File: src/rtl/lgbs_gate_pkg.sv
`default_nettype none
// ============================================================================
//  Module      : lgbs_gate_pkg
//  Description : Shared definitions for the three-phase dead-time inserter:
//                per-leg state encoding, gate request encoding and the
//                default dead-time length.
//  Revision    : 1.0 - initial release
// ============================================================================
package lgbs_gate_pkg;

    // Default dead time: 24 cycles = 1 us at 24 MHz.
    localparam int unsigned c_DEAD_CYCLES_DEF = 24;

    // Per-leg state encoding
    localparam logic [1:0] c_ST_IDLE = 2'd0;  // both low, dead time satisfied
    localparam logic [1:0] c_ST_DEAD = 2'd1;  // both low, counting
    localparam logic [1:0] c_ST_ON1  = 2'd2;  // g1 high
    localparam logic [1:0] c_ST_ON2  = 2'd3;  // g2 high

    // Request encoding; identical to the raw {g1, g2} pair.
    localparam logic [1:0] c_REQ_OFF     = 2'b00;
    localparam logic [1:0] c_REQ2        = 2'b01;
    localparam logic [1:0] c_REQ1        = 2'b10;
    localparam logic [1:0] c_REQ_ILLEGAL = 2'b11;

    // True when a leg asks for both gates at once.
    function automatic logic f_is_illegal(input logic [1:0] i_pair);
        return (i_pair == c_REQ_ILLEGAL);
    endfunction

endpackage
`default_nettype wire

File: src/rtl/dead_time_phase.sv
`default_nettype none
// ============================================================================
//  Module      : dead_time_phase
//  Description : One inverter leg: state machine plus dead-time counter.
//                Guarantees at least DEAD_CYCLES cycles with both gates low
//                between any turn-off and the next turn-on. Gate outputs are
//                registered alongside the state.
//  Ports       : clk, rst        - clock, synchronous active-high reset
//                i_force_off     - hold leg in DEAD with counter reloaded
//                i_req[1:0]      - registered request pair {g1, g2}
//                o_g1, o_g2      - registered gate drives
//                o_dead          - leg currently in DEAD
//  Revision    : 1.0 - initial release
// ============================================================================
module dead_time_phase
    import lgbs_gate_pkg::*;
#(
    parameter int DEAD_CYCLES = c_DEAD_CYCLES_DEF,
    parameter int CNT_W       = 8
) (
    input  logic       clk,
    input  logic       rst,
    input  logic       i_force_off,
    input  logic [1:0] i_req,
    output logic       o_g1,
    output logic       o_g2,
    output logic       o_dead
);

    // DEAD lasts load+1 cycles: the count==0 cycle is the last low one.
    localparam logic [CNT_W-1:0] c_CNT_LOAD = CNT_W'(DEAD_CYCLES - 1);

    logic [1:0]       r_state;
    logic [CNT_W-1:0] r_cnt;
    logic             r_g1;
    logic             r_g2;

    logic [1:0]       w_state_nxt;
    logic [CNT_W-1:0] w_cnt_nxt;
    logic             w_g1_nxt;
    logic             w_g2_nxt;

    // ---------------- state register ----------------
    always_ff @(posedge clk) begin
        if (rst) begin
            r_state <= c_ST_DEAD;
            r_cnt   <= c_CNT_LOAD;
            r_g1    <= 1'b0;
            r_g2    <= 1'b0;
        end else begin
            r_state <= w_state_nxt;
            r_cnt   <= w_cnt_nxt;
            r_g1    <= w_g1_nxt;
            r_g2    <= w_g2_nxt;
        end
    end

    // ---------------- next-state logic ----------------
    always_comb begin
        w_state_nxt = r_state;
        w_cnt_nxt   = r_cnt;
        if (i_force_off) begin
            // Continuous reload keeps a full dead time pending after release.
            w_state_nxt = c_ST_DEAD;
            w_cnt_nxt   = c_CNT_LOAD;
        end else begin
            case (r_state)
                c_ST_IDLE: begin
                    if (i_req == c_REQ1) begin
                        w_state_nxt = c_ST_ON1;
                    end else if (i_req == c_REQ2) begin
                        w_state_nxt = c_ST_ON2;
                    end
                end
                c_ST_ON1: begin
                    if (i_req != c_REQ1) begin
                        w_state_nxt = c_ST_DEAD;
                        w_cnt_nxt   = c_CNT_LOAD;
                    end
                end
                c_ST_ON2: begin
                    if (i_req != c_REQ2) begin
                        w_state_nxt = c_ST_DEAD;
                        w_cnt_nxt   = c_CNT_LOAD;
                    end
                end
                c_ST_DEAD: begin
                    // Requests are not looked at until the count expires, so a
                    // pulse that returns to the old value is simply absorbed.
                    if (r_cnt == '0) begin
                        if (i_req == c_REQ1) begin
                            w_state_nxt = c_ST_ON1;
                        end else if (i_req == c_REQ2) begin
                            w_state_nxt = c_ST_ON2;
                        end else begin
                            w_state_nxt = c_ST_IDLE;
                        end
                    end else begin
                        w_cnt_nxt = r_cnt - 1'b1;
                    end
                end
                default: begin
                    w_state_nxt = c_ST_DEAD;
                    w_cnt_nxt   = c_CNT_LOAD;
                end
            endcase
        end
    end

    // ---------------- output logic ----------------
    // Gates are decoded from the next state so they flop on the same edge.
    always_comb begin
        w_g1_nxt = (w_state_nxt == c_ST_ON1);
        w_g2_nxt = (w_state_nxt == c_ST_ON2);
    end

    assign o_g1   = r_g1;
    assign o_g2   = r_g2;
    assign o_dead = (r_state == c_ST_DEAD);

endmodule
`default_nettype wire

File: src/rtl/dead_time_inserter.sv
`default_nettype none
// ============================================================================
//  Module      : dead_time_inserter
//  Description : Three-phase gate conditioning stage. Registers the six raw
//                modulator requests, runs one dead-time leg per phase, and
//                latches a sticky fault (all gates off) whenever a leg asks
//                for both gates at once.
//  Ports       : clk, reset             - clock, synchronous active-high reset
//                enable                 - 0 forces all gates low
//                g1_x_in, g2_x_in       - raw requests, x = a/b/c
//                g1_x, g2_x             - registered protected gate drives
//                fault                  - sticky illegal-request flag
//                busy                   - any leg in DEAD
//  Revision    : 1.0 - initial release
// ============================================================================
module dead_time_inserter
    import lgbs_gate_pkg::*;
#(
    parameter int DEAD_CYCLES = c_DEAD_CYCLES_DEF,
    parameter int CNT_W       = 8
) (
    input  logic clk,
    input  logic reset,
    input  logic enable,
    input  logic g1_a_in,
    input  logic g2_a_in,
    input  logic g1_b_in,
    input  logic g2_b_in,
    input  logic g1_c_in,
    input  logic g2_c_in,
    output logic g1_a,
    output logic g2_a,
    output logic g1_b,
    output logic g2_b,
    output logic g1_c,
    output logic g2_c,
    output logic fault,
    output logic busy
);

    localparam int c_NUM_PH = 3;

    // Packed as {a, b, c} pairs, g1 in the upper bit of each pair.
    logic [2*c_NUM_PH-1:0] r_in;
    logic                  r_fault;

    logic [c_NUM_PH-1:0]   w_illegal;
    logic                  w_illegal_any;
    logic                  w_force_off;
    logic [c_NUM_PH-1:0]   w_g1;
    logic [c_NUM_PH-1:0]   w_g2;
    logic [c_NUM_PH-1:0]   w_dead;

    always_ff @(posedge clk) begin
        if (reset) begin
            r_in <= '0;
        end else begin
            r_in <= {g1_a_in, g2_a_in, g1_b_in, g2_b_in, g1_c_in, g2_c_in};
        end
    end

    assign w_illegal_any = |w_illegal;

    // Fault is set on the same edge the legs see the illegal request.
    always_ff @(posedge clk) begin
        if (reset) begin
            r_fault <= 1'b0;
        end else if (w_illegal_any) begin
            r_fault <= 1'b1;
        end
    end

    // The live illegal decode is included so the offending edge already
    // shuts the gates, not the one after it.
    assign w_force_off = !enable | r_fault | w_illegal_any;

    genvar gi;
    generate
        for (gi = 0; gi < c_NUM_PH; gi++) begin : g_phase
            logic [1:0] w_pair;
            assign w_pair        = r_in[2*(c_NUM_PH-1-gi) +: 2];
            assign w_illegal[gi] = f_is_illegal(w_pair);

            dead_time_phase #(
                .DEAD_CYCLES (DEAD_CYCLES),
                .CNT_W       (CNT_W)
            ) u_phase (
                .clk         (clk),
                .rst         (reset),
                .i_force_off (w_force_off),
                .i_req       (w_pair),
                .o_g1        (w_g1[gi]),
                .o_g2        (w_g2[gi]),
                .o_dead      (w_dead[gi])
            );
        end
    endgenerate

    assign g1_a  = w_g1[0];
    assign g2_a  = w_g2[0];
    assign g1_b  = w_g1[1];
    assign g2_b  = w_g2[1];
    assign g1_c  = w_g1[2];
    assign g2_c  = w_g2[2];
    assign fault = r_fault;
    assign busy  = |w_dead;

endmodule
`default_nettype wire

File: config.mk
export PLATFORM = sky130hd
export DESIGN_NAME = dead_time_inserter
export DESIGN_NICKNAME = d
export VERILOG_FILES = /design/src/rtl/lgbs_gate_pkg.sv /design/src/rtl/dead_time_phase.sv /design/src/rtl/dead_time_inserter.sv
export SDC_FILE = /design/constraint.sdc
export NUM_CORES = 1
export LEC_CHECK = 0
export ABC_AREA = 1
export CAP_MARGIN = 10
export CORE_MARGIN = 4
export CORE_UTILIZATION = 52
export CTS_CLUSTER_DIAMETER = 150
export DETAILED_ROUTE_END_ITERATION = 12
export PLACE_DENSITY = 0.75
export RECOVER_POWER = 25
export SYNTH_ARGS = -nofsm -noshare
export SYNTH_HDL_FRONTEND = slang
export SYNTH_SLANG_ARGS = --single-unit
File: constraint.sdc
create_clock -name clk -period 1.6 [get_ports clk]
set_clock_uncertainty 0.2 [all_clocks]
set_input_delay 0.32 -clock clk [delete_from_list [all_inputs] [get_ports clk]]
set_output_delay 0.32 -clock clk [all_outputs]
set_load 0.01 [all_outputs]
# Word level (Yosys, flattened, before mapping)
# Index checks and enable logic that the tools add are counted.
# word_totals
register_bits,43
latch_bits,0
ram_bits,0
romBits,0
in_bits,9
elab_cells,113
memories,0
# op_classes
add_sub_neg,3
multipliers,0
div_mod_pow,0
magnitude_cmp,0
eq_ne,39
shift,0
muxes,39
bitwise_logic,2
reduce_logical,16
# op_table
cell,n
$mux 8,9
$pmux 8 s3,3
$mux 2,24
$eq 2x2->1 const B,18
$logic_not 8->1,3
$pmux 2 s4,3
$sub 8x1->8 const B,3
$ne 2x1->1 const B,9
$eq 2x1->1 const B,6
$ne 2x2->1 const B,6
$reduce_and 4->1,3
$reduce_bool 3->1,3
$logic_not 2->1,3
$reduce_or 3->1,2
$or 1x1->1,2
$reduce_or 2->1,1
$logic_not 1->1,1

# Logic depth before layout (Yosys ltp)
# logic_depth
word_depth,7
ltp_mapped,12
ltp_nobuf,11

# Cells and area by module
# Synthesis repeated with hierarchy kept, for this count alone.
# hier_totals
hier_cells,331
area_unflattened_um2,2312.2
# by_module_without_submodules
module,n_inst,cells_per_inst,area_each_um2,seq_area_each_um2
dead_time_phase,3,100,693.2,240.2
dead_time_inserter,1,31,232.7,140.1

# Worst setup path before layout
# Ideal clock, no wire load.
# synth_path
path_kind,flip-flop to flip-flop
from,reg r_in[2]
to,reg g_phase[1].u_phase.r_cnt[7]
setup_time_ns,0.115
t_arrival_ns,1.341
slack_ns,-0.056
stages_incl_launch_ff,11
cell_sequence,dfxtp_1 inv_1 ha_1 inv_1 nand3_1 nand2_1 nand3_1 nor2_1 nand3_1 nand2_1 nor2_1
# synth_via
elab_chain_cells,4
word_cells_on_any_way,9
classes_between,eq/ne: 5; bitwise: 1; reduce/logical: 3
# synth_rtl
element,line,source
start: declaration,dead_time_inserter.sv:44,logic [2*c_NUM_PH-1:0] r_in;
start signal: assignment,dead_time_inserter.sv:58,"r_in <= {g1_a_in, g2_a_in, g1_b_in, g2_b_in, g1_c_in, g2_c_in};"
$eq 2x2->1,lgbs_gate_pkg.sv:28,return (i_pair == c_REQ_ILLEGAL);
$reduce_or 3->1,dead_time_inserter.sv:62,assign w_illegal_any = |w_illegal;
$or 1x1->1,dead_time_inserter.sv:75,assign w_force_off = !enable | r_fault | w_illegal_any;
$reduce_or 2->1 (no source line),-,
end signal: assignment,dead_time_phase.sv:47,r_cnt <= c_CNT_LOAD;
end signal: assignment,dead_time_phase.sv:52,r_cnt <= w_cnt_nxt;
end: declaration,dead_time_phase.sv:34,logic [CNT_W-1:0] r_cnt;
# Parallel ways exist; a longest one is shown, timed or not.
# A chain may end at the register's enable or synchronous reset.

# Worst setup path in the final report
# layout_path
from,reg r_in[5]
to,reg g_phase[1].u_phase.r_g1
# layout_via
elab_chain_cells,5
# layout_rtl
element,line,source
$eq 2x2->1,lgbs_gate_pkg.sv:28,
$reduce_or 3->1,dead_time_inserter.sv:62,
$or 1x1->1,dead_time_inserter.sv:75,
$mux 2,dead_time_phase.sv:62,if (i_force_off) begin
$eq 2x2->1,dead_time_phase.sv:113,w_g1_nxt = (w_state_nxt == c_ST_ON1);
end signal: assignment,dead_time_phase.sv:53,r_g1 <= w_g1_nxt;
end: declaration,dead_time_phase.sv:35,logic r_g1;
# No other way between the ends.

==> flow_summary.toml <==
[route]
wl_per_cell_um = 20.9
drt-initial-drc-count = 256
drc_errors = 0
dr_total_vias = 2752
via_per_inst = 6.10
ant_nets = 0
drt_wl_total_mm = 9.44
drtPass1Iterations = 5

[yosys]
synth_edf_count = 0
ys_ff_latch = 43
yosys.area_share.simple_pct = 33.3
synth_compound_area_share_pct = 8.73
yosysTopAreaCellShare_pct = 37.8
synth.most_common_cell = "nand2_1"
syn_inst = 312
ys_seq_area_share_pct = 37.8
synth_top_family_by_area = "simple AND/OR/NAND/NOR gates"
ys.flop_type = "dfxtp_1"
yosysTopAreaCell = "dfxtp_1"
synth.area.mux_share_pct = 0
avgSynthCellArea_um2 = 7.31
synth_cell_types = 39
synthTopCellsByArea = "dfxtp_1 (38%), nand2_1 (10%), ha_1 (8.2%)"
synthAdderAreaFrac_pct = 8.23
synth_xor_area_share_pct = 2.31
syn_area_um2 = 2280
ys_top_cells_by_count = "nand2_1 (61), nor2_1 (49), inv_1 (44), dfxtp_1 (43), nand3_1 (25)"
syn_nets = 336
synthArstFlopShare_pct = 0
synth-warning-count = 0

[setup_path]
startpoint = "r_in[5]$_SDFF_PP0_"
end_kind = "flop"
rr_worst_depth = 10
r2r-start = "r_in[5]$_SDFF_PP0_"
cp-start-kind = "flop"
r2r-end = "g_phase[1].u_phase.o_g1$_SDFF_PP0_"
path_max_fanout = 4
r2r_slack_ns = -0.31
crit_end = "g_phase[1].u_phase.o_g1$_SDFF_PP0_"
arrival_ns = 1.96
cp.required_ns = 1.65
crit_type = "reg2reg"

[die]
initial_core_util_pct = 55.4
rows = 23
dieArea_um2 = 5510
ios = 17
core_um2 = 4120
die_h_um = 74.2
die_w_um = 74.2

[final_layout]
syn_to_final_growth_pct = 63.4
stdcell_count = 451
num-nets-final = 425
num-fill-cells = 135
finish.utilization_pct = 90.5
drive_above_1_share_pct = 50.1
diodes = 0

[place]
place_inst = 413
place_ws_ns = -0.276
hpwlAfterDp_mm = 3.43
portBuffers = 16
place_congestion = 0.876

[clocking]
htree_levels = 2
cts_root_buf = "clkbuf_8"
cts_tree = "yes"
clock_sinks = 43
clkTransAtPathRegs_ns = 0.09
cts_buffers = 5
clock_latency_ns = 0.31
cts_buffer_depth = 2

[timing]
relSlewSlack_pct = 67.7
final_hold_viol_count = 0
min_period_ns = 1.91
fmax_ghz = 0.524
slew_viol_final = 0
worst_slew_pin_slew_ns = 0.481
setup_tns_ns = -4.60
timing.final.crit_share_pct = 119
timing.hold.ws_ns = 0.265
finalWorstSetupSlack_ns = -0.307
setup_viol = 37
rsz0062_at_grt = "yes"

[global_routing]
grt-ovfl-total = 0
grt_use_total_pct = 24.1
globalRouteMet2Util_pct = 42.5
antenna_found_initial = 0
grt_pass1_wl_mm = 10.1
grt_max_degree = 13
grt_pass1_vias = 2199
grtUsageMet1_pct = 28.3
grt-busiest-layer = "met2"
gr-usage-met3_pct = 5.00

[min_path]
hold_path_class = "reg2reg"

[pwr]
power_density_nw_per_um2 = 586
peakVddDrop_mv = 0.705
p_leak_nw = 1.65

[status]
violations = "setup timing"
status = "finished, violations left"

[job]
drv_cap = 0
-- registers in the layout, indices dropped and copies added, names as in the netlist --
| signal | cells |
|---|---|
| fault | 1 |
| g_phase.u_phase.o_g1 | 3 |
| g_phase.u_phase.o_g2 | 3 |
| g_phase.u_phase.r_cnt | 24 |
| g_phase.u_phase.r_state | 6 |
| r_in | 6 |
-- final cells by class --
class                   count  area [um2]  share of cell area [%]
clock buffers               6        82.6                    2.22
clock inverters             1        5.00                   0.134
inverters                  54         235                    6.32
multi-input cells         215        1740                    46.8
flip-flops and latches     43         883                    23.7
well taps                  50        62.6                    1.68
repair buffers             81         706                    18.9
repair inverters            1        6.26                   0.168
-- kinds of logic after synthesis --
kind of cell / Yosys count
simple gates: 163
fa+ha+maj: 15
xor+xnor: 6
compound gates: 29
buf+inv: 56
flops: 43
-- cells in the final DEF (no fill, tap or decap), drive strengths merged --
master	instances
nor3	3
nor2b	1
o211ai	3
nand4	7
nor3b	1
o21bai	1
o221ai	2
buf	66
a31oi	1
a21boi	1
xor2	6
dfxtp	43
clkinv	4
a21oi	13
and2	1
nand3	27
nand2	67
or2	2
nor2	54
nand3b	2
dlygate4sd2	7
o21ai	7
ha	15
clkdlybuf4s50	8
clkbuf	6
inv	52
a22oi	1
-- layer usage --
layer | part of all wire, % | up-vias
met2 | 47 | 239
li1 | - | 1167
met3 | 7.9 | 80
met4 | 7.8 | 0
met1 | 37 | 1266
met5 | 0 | -
-- worst max-delay path: stages (launching register included) --
cell and delay, ns:
dfxtp_2 0.37, ha_4 0.18, nor2_4 0.14, nand3_4 0.13, buf_4 0.17, buf_6 0.11
inv_2 0.04, nand2_2 0.06, a21oi_2 0.20, nand2_1 0.14, nor2_1 0.10
-- per-stage QoR --
stage	total power, mW	instance area [um2]
after global routing	2.22	3720
final	2.18	3720
after detailed placement	1.30	2780
after floorplan	1.22	2290
after global placement	1.29	2780
after CTS	2.05	3210
-- report_power, final --
part,total [mW],internal (mW),switching (mW)
Clock,0.750,0.340,0.410
Combinational,0.321,0.163,0.158
Sequential,1.11,1.09,0.0275
Total,2.18,1.59,0.596
-- repair_timing --
item	CTS	global route
gates resized for setup	76	103
setup buffers	11	18
hold buffers	0	0
gates cloned	3	0
pin swaps	35	53
endpoints found under the setup margin	44	37
-- worst min-delay path by stage --
stage               slack [ns]  depth (start not counted)                                startpoint                                       end
finish                    0.27                          1  g_phase[1].u_phase.r_cnt[3]$_SDFFE_PP0P_  g_phase[1].u_phase.r_cnt[3]$_SDFFE_PP0P_
global route              0.30                          1  g_phase[1].u_phase.r_cnt[3]$_SDFFE_PP0P_  g_phase[1].u_phase.r_cnt[3]$_SDFFE_PP0P_
CTS                       0.27                          1  g_phase[1].u_phase.r_cnt[3]$_SDFFE_PP0P_  g_phase[1].u_phase.r_cnt[3]$_SDFFE_PP0P_
detailed placement        0.25                          1  g_phase[1].u_phase.r_cnt[3]$_SDFFE_PP0P_  g_phase[1].u_phase.r_cnt[3]$_SDFFE_PP0P_
global placement          0.23                          1  g_phase[1].u_phase.r_cnt[3]$_SDFFE_PP0P_  g_phase[1].u_phase.r_cnt[3]$_SDFFE_PP0P_
floorplan                 0.21                          1  g_phase[1].u_phase.r_cnt[3]$_SDFFE_PP0P_  g_phase[1].u_phase.r_cnt[3]$_SDFFE_PP0P_
(Power assumes the default switching activity.)
